### config.mk
export PLATFORM = sky130hd
export DESIGN_NAME = main_ctrl_fsm
export DESIGN_NICKNAME = d
export VERILOG_FILES = /design/src/rtl/main_ctrl_fsm_pkg.sv /design/src/rtl/main_ctrl_out_dec.sv /design/src/rtl/main_ctrl_fsm.sv
export SDC_FILE = /design/constraint.sdc
export NUM_CORES = 1
export LEC_CHECK = 0
export ABC_AREA = 0
export CAP_MARGIN = 20
export CORE_UTILIZATION = 39
export DETAILED_ROUTE_END_ITERATION = 7
export GPL_TIMING_DRIVEN = 1
export PLACE_DENSITY_LB_ADDON = 0.2
export SKIP_LAST_GASP = 1
export SYNTH_ARGS = -nofsm -noshare
export SYNTH_HDL_FRONTEND = slang
export SYNTH_SLANG_ARGS = --single-unit
### constraint.sdc
create_clock -name i_clk -period 4.78 [get_ports i_clk]
set_input_delay 1.434 -clock i_clk [delete_from_list [all_inputs] [get_ports i_clk]]
set_output_delay 1.434 -clock i_clk [all_outputs]
set_load 0.02 [all_outputs]
### src/rtl/main_ctrl_fsm_pkg.sv
// Shared definitions for the multicycle main control FSM: state encodings,
// opcode constants, ALU-op codes (also used by the ALU control decoder),
// datapath mux select codes and the control-word struct.
package main_ctrl_fsm_pkg;

  localparam int unsigned StateW = 4;
  localparam int unsigned OpW    = 6;
  localparam int unsigned AluOpW = 2;

  // State encodings
  localparam logic [StateW-1:0] StFetch    = 4'd0;
  localparam logic [StateW-1:0] StDecode   = 4'd1;
  localparam logic [StateW-1:0] StMemAddr  = 4'd2;
  localparam logic [StateW-1:0] StMemRead  = 4'd3;
  localparam logic [StateW-1:0] StMemWb    = 4'd4;
  localparam logic [StateW-1:0] StMemWrite = 4'd5;
  localparam logic [StateW-1:0] StExecute  = 4'd6;
  localparam logic [StateW-1:0] StRWb      = 4'd7;
  localparam logic [StateW-1:0] StBranch   = 4'd8;
  localparam logic [StateW-1:0] StJump     = 4'd9;
  localparam logic [StateW-1:0] StAddiEx   = 4'd10;
  localparam logic [StateW-1:0] StAddiWb   = 4'd11;

  // Opcodes
  localparam logic [OpW-1:0] OpRType = 6'b000000;
  localparam logic [OpW-1:0] OpLw    = 6'b100011;
  localparam logic [OpW-1:0] OpSw    = 6'b101011;
  localparam logic [OpW-1:0] OpBeq   = 6'b000100;
  localparam logic [OpW-1:0] OpJ     = 6'b000010;
  localparam logic [OpW-1:0] OpAddi  = 6'b001000;

  // ALU-op codes
  localparam logic [AluOpW-1:0] AluOpAdd   = 2'b00;
  localparam logic [AluOpW-1:0] AluOpSub   = 2'b01;
  localparam logic [AluOpW-1:0] AluOpFunct = 2'b10;

  // ALU B source selects
  localparam logic [1:0] SrcBRt    = 2'b00;
  localparam logic [1:0] SrcBFour  = 2'b01;
  localparam logic [1:0] SrcBImm   = 2'b10;
  localparam logic [1:0] SrcBImmSh = 2'b11;

  // PC source selects
  localparam logic [1:0] PcSrcAlu    = 2'b00;
  localparam logic [1:0] PcSrcAluOut = 2'b01;
  localparam logic [1:0] PcSrcJump   = 2'b10;

  typedef struct packed {
    logic              pc_write;
    logic              pc_write_cond;
    logic              i_or_d;
    logic              mem_read;
    logic              mem_write;
    logic              ir_write;
    logic              mem_to_reg;
    logic              reg_dst;
    logic              reg_write;
    logic              alu_src_a;
    logic [1:0]        alu_src_b;
    logic [AluOpW-1:0] alu_op;
    logic [1:0]        pc_source;
  } ctrl_t;

  function automatic logic is_supported_op(input logic [OpW-1:0] op);
    logic ok;
    ok = 1'b0;
    case (op)
      OpRType, OpLw, OpSw, OpBeq, OpJ, OpAddi: ok = 1'b1;
      default:                                 ok = 1'b0;
    endcase
    return ok;
  endfunction

endpackage

### src/rtl/main_ctrl_out_dec.sv
// Combinational state-to-control-word decoder for main_ctrl_fsm.
// Ports:
//   state_i     - current FSM state
//   mem_ready_i - memory ready (already masked by reset); gates IR/PC load in FETCH
//   ctrl_o      - datapath control word; any field not driven by a state is 0
module main_ctrl_out_dec
  import main_ctrl_fsm_pkg::*;
(
  input  logic [StateW-1:0] state_i,
  input  logic              mem_ready_i,
  output ctrl_t             ctrl_o
);

  always_comb begin
    ctrl_o = '0;
    case (state_i)
      StFetch: begin
        ctrl_o.mem_read  = 1'b1;
        ctrl_o.alu_src_b = SrcBFour;
        ctrl_o.alu_op    = AluOpAdd;
        ctrl_o.pc_source = PcSrcAlu;
        // PC+4 and IR load only commit on the cycle the fetch completes
        ctrl_o.ir_write  = mem_ready_i;
        ctrl_o.pc_write  = mem_ready_i;
      end
      StDecode: begin
        // Precompute branch target into ALUOut
        ctrl_o.alu_src_b = SrcBImmSh;
        ctrl_o.alu_op    = AluOpAdd;
      end
      StMemAddr, StAddiEx: begin
        ctrl_o.alu_src_a = 1'b1;
        ctrl_o.alu_src_b = SrcBImm;
        ctrl_o.alu_op    = AluOpAdd;
      end
      StMemRead: begin
        ctrl_o.mem_read = 1'b1;
        ctrl_o.i_or_d   = 1'b1;
      end
      StMemWrite: begin
        ctrl_o.mem_write = 1'b1;
        ctrl_o.i_or_d    = 1'b1;
      end
      StMemWb: begin
        ctrl_o.reg_write  = 1'b1;
        ctrl_o.mem_to_reg = 1'b1;
      end
      StExecute: begin
        ctrl_o.alu_src_a = 1'b1;
        ctrl_o.alu_src_b = SrcBRt;
        ctrl_o.alu_op    = AluOpFunct;
      end
      StRWb: begin
        ctrl_o.reg_write = 1'b1;
        ctrl_o.reg_dst   = 1'b1;
      end
      StBranch: begin
        ctrl_o.alu_src_a     = 1'b1;
        ctrl_o.alu_src_b     = SrcBRt;
        ctrl_o.alu_op        = AluOpSub;
        ctrl_o.pc_write_cond = 1'b1;
        ctrl_o.pc_source     = PcSrcAluOut;
      end
      StJump: begin
        ctrl_o.pc_write  = 1'b1;
        ctrl_o.pc_source = PcSrcJump;
      end
      StAddiWb: begin
        ctrl_o.reg_write = 1'b1;
      end
      default: ctrl_o = '0;
    endcase
  end

endmodule

### src/rtl/main_ctrl_fsm.sv
// Multicycle MIPS main control FSM (Moore). Holds the state register and
// next-state logic; control outputs come from main_ctrl_out_dec.
// Ports:
//   i_clk, i_reset      - clock, asynchronous active-high reset
//   i_opcode            - IR opcode field, stable from DECODE onward
//   i_mem_ready         - memory completes the current access this cycle
//   o_pc_write .. o_pc_source - datapath control signals
//   o_invalid           - pulses in DECODE for an unsupported opcode
//   o_state             - current state (debug)
module main_ctrl_fsm
  import main_ctrl_fsm_pkg::*;
#(
  parameter int unsigned N_BITS_OP    = 6,
  parameter int unsigned N_BITS_ALUOP = 2,
  parameter int unsigned N_BITS_STATE = 4
) (
  input  logic                    i_clk,
  input  logic                    i_reset,
  input  logic [N_BITS_OP-1:0]    i_opcode,
  input  logic                    i_mem_ready,
  output logic                    o_pc_write,
  output logic                    o_pc_write_cond,
  output logic                    o_i_or_d,
  output logic                    o_mem_read,
  output logic                    o_mem_write,
  output logic                    o_ir_write,
  output logic                    o_mem_to_reg,
  output logic                    o_reg_dst,
  output logic                    o_reg_write,
  output logic                    o_alu_src_a,
  output logic [1:0]              o_alu_src_b,
  output logic [N_BITS_ALUOP-1:0] o_alu_op,
  output logic [1:0]              o_pc_source,
  output logic                    o_invalid,
  output logic [N_BITS_STATE-1:0] o_state
);

  logic [N_BITS_STATE-1:0] state_q, state_d;
  logic [StateW-1:0]       st, next_st;
  logic [OpW-1:0]          op;
  ctrl_t                   ctrl;

  assign st = StateW'(state_q);
  assign op = OpW'(i_opcode);

  always_comb begin
    next_st = StFetch;
    case (st)
      StFetch: next_st = i_mem_ready ? StDecode : StFetch;
      StDecode: begin
        case (op)
          OpRType:    next_st = StExecute;
          OpLw, OpSw: next_st = StMemAddr;
          OpBeq:      next_st = StBranch;
          OpJ:        next_st = StJump;
          OpAddi:     next_st = StAddiEx;
          default:    next_st = StFetch;
        endcase
      end
      StMemAddr: begin
        if (op == OpLw) begin
          next_st = StMemRead;
        end else if (op == OpSw) begin
          next_st = StMemWrite;
        end else begin
          next_st = StFetch;
        end
      end
      StMemRead:  next_st = i_mem_ready ? StMemWb : StMemRead;
      StMemWrite: next_st = i_mem_ready ? StFetch : StMemWrite;
      StExecute:  next_st = StRWb;
      StAddiEx:   next_st = StAddiWb;
      default:    next_st = StFetch;
    endcase
  end

  assign state_d = N_BITS_STATE'(next_st);

  always_ff @(posedge i_clk or posedge i_reset) begin
    if (i_reset) begin
      state_q <= N_BITS_STATE'(StFetch);
    end else begin
      state_q <= state_d;
    end
  end

  // Reset forces FETCH, but the IR/PC must not load until reset is released
  main_ctrl_out_dec u_out_dec (
    .state_i     (st),
    .mem_ready_i (i_mem_ready & ~i_reset),
    .ctrl_o      (ctrl)
  );

  assign o_pc_write      = ctrl.pc_write;
  assign o_pc_write_cond = ctrl.pc_write_cond;
  assign o_i_or_d        = ctrl.i_or_d;
  assign o_mem_read      = ctrl.mem_read;
  assign o_mem_write     = ctrl.mem_write;
  assign o_ir_write      = ctrl.ir_write;
  assign o_mem_to_reg    = ctrl.mem_to_reg;
  assign o_reg_dst       = ctrl.reg_dst;
  assign o_reg_write     = ctrl.reg_write;
  assign o_alu_src_a     = ctrl.alu_src_a;
  assign o_alu_src_b     = ctrl.alu_src_b;
  assign o_alu_op        = N_BITS_ALUOP'(ctrl.alu_op);
  assign o_pc_source     = ctrl.pc_source;
  assign o_invalid       = (st == StDecode) && !is_supported_op(op);
  assign o_state         = state_q;

endmodule

==> flow_summary.yaml, run 1 <==
yosys:
  ys_ff_latch: 4
  synth_edf_count: 0
  syn_inst: 75
  synth.avg_cell_area_um2: 6.91
  yosysUniqueCellTypes: 30
  synth_flop_cell: "dfrtp_1"
  ys.warnings.count: 0
  syn_nets: 84
  ys_seq_area_share_pct: 19.3
  synth_area_um2: 518
  synthArstFlopShare_pct: 100
final_layout:
  layout_commonest_cell: "clkdlybuf4s50_1"
  seq_area_um2: 100
  final_cell_mix: "clkdlybuf4s50_1 (29), nor2_1 (13), o21ai_0 (6), a21oi_1 (5)"
  nets: 112
  fill_cells: 114
  multi_input_area_um2: 377
  diodes: 0
  largest_register_ffs: 4
  syn_to_final_growth_pct: 57.2
  drive_above_1_share_pct: 6.93
  final_design_area_no_fill_um2: 815
detailed_routing:
  firstDrtPassIters: 4
  drtIter0Drc: 5
  route.detailed.drc: 0
  vias_per_cell: 5.39
  vias: 620
  drt_wl_total_mm: 1.32
  ant_nets: 0
  wl_per_cell_um: 11.5
placement:
  place.detailed.hpwl_um: 989
  gp_congestion: 0.758
  dp_worst_setup_slack_ns: 0.273
  placed_area_um2: 792
  numPortBuffers: 29
setup_path:
  path_common_cell: "clkdlybuf4s50_1"
  cp.required_ns: 3.35
  cp_max_fo: 7
  cpLargestDelayFamily: "buffers and inverters"
  critical_path_class: "primary input to output pin"
  critPathCaptureType: "output pin"
  worstPathArrival_ns: 3.09
  slowest_stage: "clkdlybuf4s50_1"
  max_stage_delay_ns: 0.57
  cp_cell_sequence: "clkdlybuf4s50_1 -> nand3_1 -> nor3_1 -> and3b_1 -> clkdlybuf4s50_1"
  cp_num_buf_inv: 2
  cp-start-kind: "primary input"
clock_tree:
  post_cts_buffers: 0
  clk_pin_slew_ns: 0.04
  clock_sinks: 4
  cts_buffer_depth: 2
  cts-root-buf: "clkbuf_4"
  insertion_delay_ns: 0.24
  cts_tree: "done"
  cts.repair.resized: 0
  holdBufCountCts: 0
  numCtsBuffers: 3
  htreeDepth: 1
timing:
  post-route-min-period_ns: 4.52
  max_slew_margin_pct: 70.1
  setup_tns_ns: 0
  fin_crit_sh_pct: 94.6
  fmax_ghz: 0.221
  worst_pin_slew_ns: 0.448
  postLayoutSetupSlackWorst_ns: 0.256
  setup_violations: 0
  rsz0062_at_grt: "false"
  fin_skew_ns: 0.00794
  finalHoldViolCount: 0
  maxSlewViolCount: 0
grt:
  antenna_found_initial: 0
  grt_pass1_vias: 556
  use_met3_pct: 4.65
  met2_usage_pct: 39.4
  grt_max_degree: 17
  grt_busiest_layer: "met2"
  grt_remaining_overflow: 0
  track_usage_pct: 21.1
  met1_usage_pct: 21.1
  grt_pass1_wl_mm: 2.17
floorplan:
  initial_core_util_pct: 44.2
  core_mm2: 0.00117
  die_h_um: 38.4
  rows: 12
  io_pins: 30
  die_x_um: 38.4
  die-area_mm2: 0.00148
job:
  cap_violations: 0
power:
  powerDensity_mw_per_mm2: 464
  leakagePower_nw: 0.295
  vdd_drop_max_uv: 335
run_status:
  outcome: "finished clean"
worst_hold_path:
  holdCritPathClass: "flip-flop to flip-flop"
## area by class of cell
type | count | area share, %
Clock buffer | 3 | 2.76
Timing Repair Buffer | 29 | 35.6
Sequential cell | 4 | 12.3
Multi-Input combinational cell | 63 | 46.2
Tap cell | 14 | 2.15
Inverter | 2 | 0.922
## metrics by stage
stage          hold slack [ns]  power, mW  utilization [%]  cells
2_1_floorplan            0.786      0.234                -     75
3_3_place_gp             0.773      0.332             67.6    112
3_5_place_dp             0.781      0.338             67.6    112
4_1_cts                  0.787      0.381             69.6    115
5_1_grt                  0.855      0.407             69.6    115
6_report                 0.795      0.378             69.6    115
## worst min-delay path, cell delays in order, from the launching register on
cell      delay, ns
dfrtp_1        0.50
o21ai_0        0.15
o211ai_1       0.09
## worst paths after layout
kind	from	slack, ns	to	cells past startpoint
setup / recovery	i_opcode[1]	0.26	o_invalid	5
setup reg to reg	o_state[2]	3.24	o_state[2]	3
hold reg to reg	o_state[1]	0.79	o_state[1]	2
max in group asynchronous	i_reset	3.16	o_state[2]	2
hold / removal	o_state[1]	0.79	o_state[1]	2
min in group asynchronous	i_reset	1.47	o_state[3]	2
## cell families after synthesis
group	count (synthesis)	synth area share [%]
buf+inv	8	7.97
xor+xnor	3	5.07
compound gates	17	20.1
flops	4	19.3
simple gates	43	47.6
## cell usage after synthesis (3+ instances only)
| library cell | count | area share, % |
|---|---|---|
| a21oi_1 | 5 | 4.8 |
| xnor2_1 | 3 | 5.1 |
| o21ai_0 | 6 | 5.8 |
| nand2_1 | 4 | 2.9 |
| nand2b_1 | 4 | 4.8 |
| buf_2 | 3 | 2.9 |
| nand3_1 | 3 | 2.9 |
| dfrtp_1 | 4 | 19 |
| nor2_1 | 13 | 9.4 |
| nor3_1 | 3 | 2.9 |
## metal layers
metal  vias to the layer above  part of all wire [%]
li1                        317                     -
met1                       270                    41
met2                        29                    51
met3                         4                   6.3
met4                         0                   1.4
met5                         -                     0
## power by group
group / internal (mW) / total, mW / switching (mW)
clock network: 0.0280 / 0.0413 / 0.0132
registers: 0.0425 / 0.0722 / 0.0297
logic: 0.131 / 0.264 / 0.134
total: 0.201 / 0.378 / 0.177
Power figures use the tool's default switching activity.
==> run 2: changes to the inputs <==
CORE_UTILIZATION = 36   (was 39)
PLACE_DENSITY = 0.77   (was not set)
PLACE_DENSITY_LB_ADDON = not set   (was 0.2)
clock period = 4.4 ns   (was 4.78 ns; I/O delays follow)
==> run 2 against run 1 <==
Against the previous run: clock skew shrank 0.0036 ns; design area grew 1.7%; global-route usage shrank 1.2 points; die area grew 7.9%; combinational power grew 8.7%; routed wire length grew 3.6%; non-clock buffer count grew 1; count of clock-buffer cells in the layout is the same; via count grew 0.48%; clock power grew 10%; total power grew 9.0%; flip-flop and latch count is the same; critical endpoint unchanged.
==> flow_summary.yaml, run 2 (synthesis results as in run 1) <==
clock_tree:
  cts-root-buf: "clkbuf_4"
  htreeDepth: 1
  clk_pin_slew_ns: 0.04
  numCtsBuffers: 3
  clock_sinks: 4
  post_cts_buffers: 0
  holdBufCountCts: 0
  cts_buffer_depth: 2
  cts_tree: "done"
  cts.repair.resized: 0
  insertion_delay_ns: 0.23
final_layout:
  nets: 113
  syn_to_final_growth_pct: 59.9
  diodes: 0
  drive_above_1_share_pct: 8.82
  final_cell_mix: "clkdlybuf4s50_1 (29), nor2_1 (13), o21ai_0 (6), a21oi_1 (5)"
  layout_commonest_cell: "clkdlybuf4s50_1"
  largest_register_ffs: 4
  final_design_area_no_fill_um2: 828
  stdcell_count: 117
  finish.utilization_pct: 62.9
  fill_cells: 126
floorplan:
  io_pins: 30
  core_mm2: 0.00132
  die_x_um: 39.9
  die_h_um: 39.9
  die-area_mm2: 0.00159
  initial_core_util_pct: 39.3
  rows: 13
detailed_routing:
  drt_wl_total_mm: 1.37
  route.detailed.drc: 0
  vias: 623
  firstDrtPassIters: 4
  vias_per_cell: 5.32
  drtIter0Drc: 13
  wl_per_cell_um: 11.7
  ant_nets: 0
timing:
  setup_violations: 0
  fin_crit_sh_pct: 96.7
  postLayoutSetupSlackWorst_ns: 0.144
  fmax_ghz: 0.235
  finalHoldViolCount: 0
  maxSlewViolCount: 0
  post-route-min-period_ns: 4.26
  max_slew_margin_pct: 69.4
  rsz0062_at_grt: "false"
  fin_skew_ns: 0.00435
  setup_tns_ns: 0
  whs_ns: 0.817
  worst_pin_slew_ns: 0.458
placement:
  numPortBuffers: 29
  placed_area_um2: 801
  dp_worst_setup_slack_ns: 0.130
  dp.cells: 114
  place.detailed.hpwl_mm: 1.08
  gp_congestion: 0.712
job:
  cap_violations: 0
grt:
  grt_max_degree: 17
  track_usage_pct: 19.9
  grt_pass1_vias: 506
  grt_pass1_wl_mm: 2.16
  grt_remaining_overflow: 0
  antenna_found_initial: 0
setup_path:
  critPathCaptureType: "output pin"
  critPathLaunch: "i_opcode[2]"
  critical_path_class: "primary input to output pin"
  cp_max_fo: 6
  cp.required_ns: 3.08
  worstPathArrival_ns: 2.94
  r2r_start: "o_state[2]"
  cp-start-kind: "primary input"
power:
  power_mw: 0.412
  powerDensity_mw_per_mm2: 497
  leakagePower_nw: 0.301
  vdd_drop_max_uv: 341
worst_hold_path:
  holdCritPathClass: "flip-flop to flip-flop"
  hp-start: "o_state[3]"
run_status:
  outcome: "finished clean"
-- run 2: changes by cell type in the layout (fill, tap and decap cells not counted), sizes merged --
cell  previous run  this run
buf              0         1
-- run 2: final timing paths --
| check | endpoint | cells after the start | slack [ns] |
|---|---|---|---|
| min | o_state[3] | 2 | 0.82 |
| min in group asynchronous | o_state[1] | 2 | 1.37 |
| max | o_invalid | 5 | 0.14 |
| max reg2reg | o_state[2] | 3 | 2.87 |
| min reg2reg | o_state[3] | 2 | 0.82 |
| max in group asynchronous | o_state[3] | 2 | 2.88 |
-- run 2: power by group --
group          switching, mW  leakage (nW)  internal [mW]
Sequential            0.0332        0.0528         0.0461
Clock                 0.0150        0.0138         0.0305
Combinational          0.145         0.235          0.142
Total                  0.193         0.301          0.219
-- run 2: worst max-delay path, cell delays in order --
cell and delay (ns):
clkdlybuf4s50_1 0.59, nor2_1 0.11, o21ai_0 0.15, and3b_1 0.17, clkdlybuf4s50_1 0.60
-- run 2: cell type report --
| type | count | area (µm²) | area share, % |
|---|---|---|---|
| multi-input combinational | 63 | 382 | 46.1 |
| timing repair buffer | 30 | 298 | 36.0 |
| inverter | 2 | 7.51 | 0.906 |
| tap | 15 | 18.8 | 2.27 |
| clock buffer | 3 | 22.5 | 2.72 |
| sequential | 4 | 100 | 12.1 |
-- run 2: metal layers --
metal | up-vias | share of wire (%) | global-route usage (%)
met5 | - | 0 | 0
met4 | 0 | 0 | 2.59
met3 | 0 | 6.2 | 5.00
met2 | 27 | 49 | 37.9
met1 | 274 | 45 | 22.3
li1 | 322 | - | -
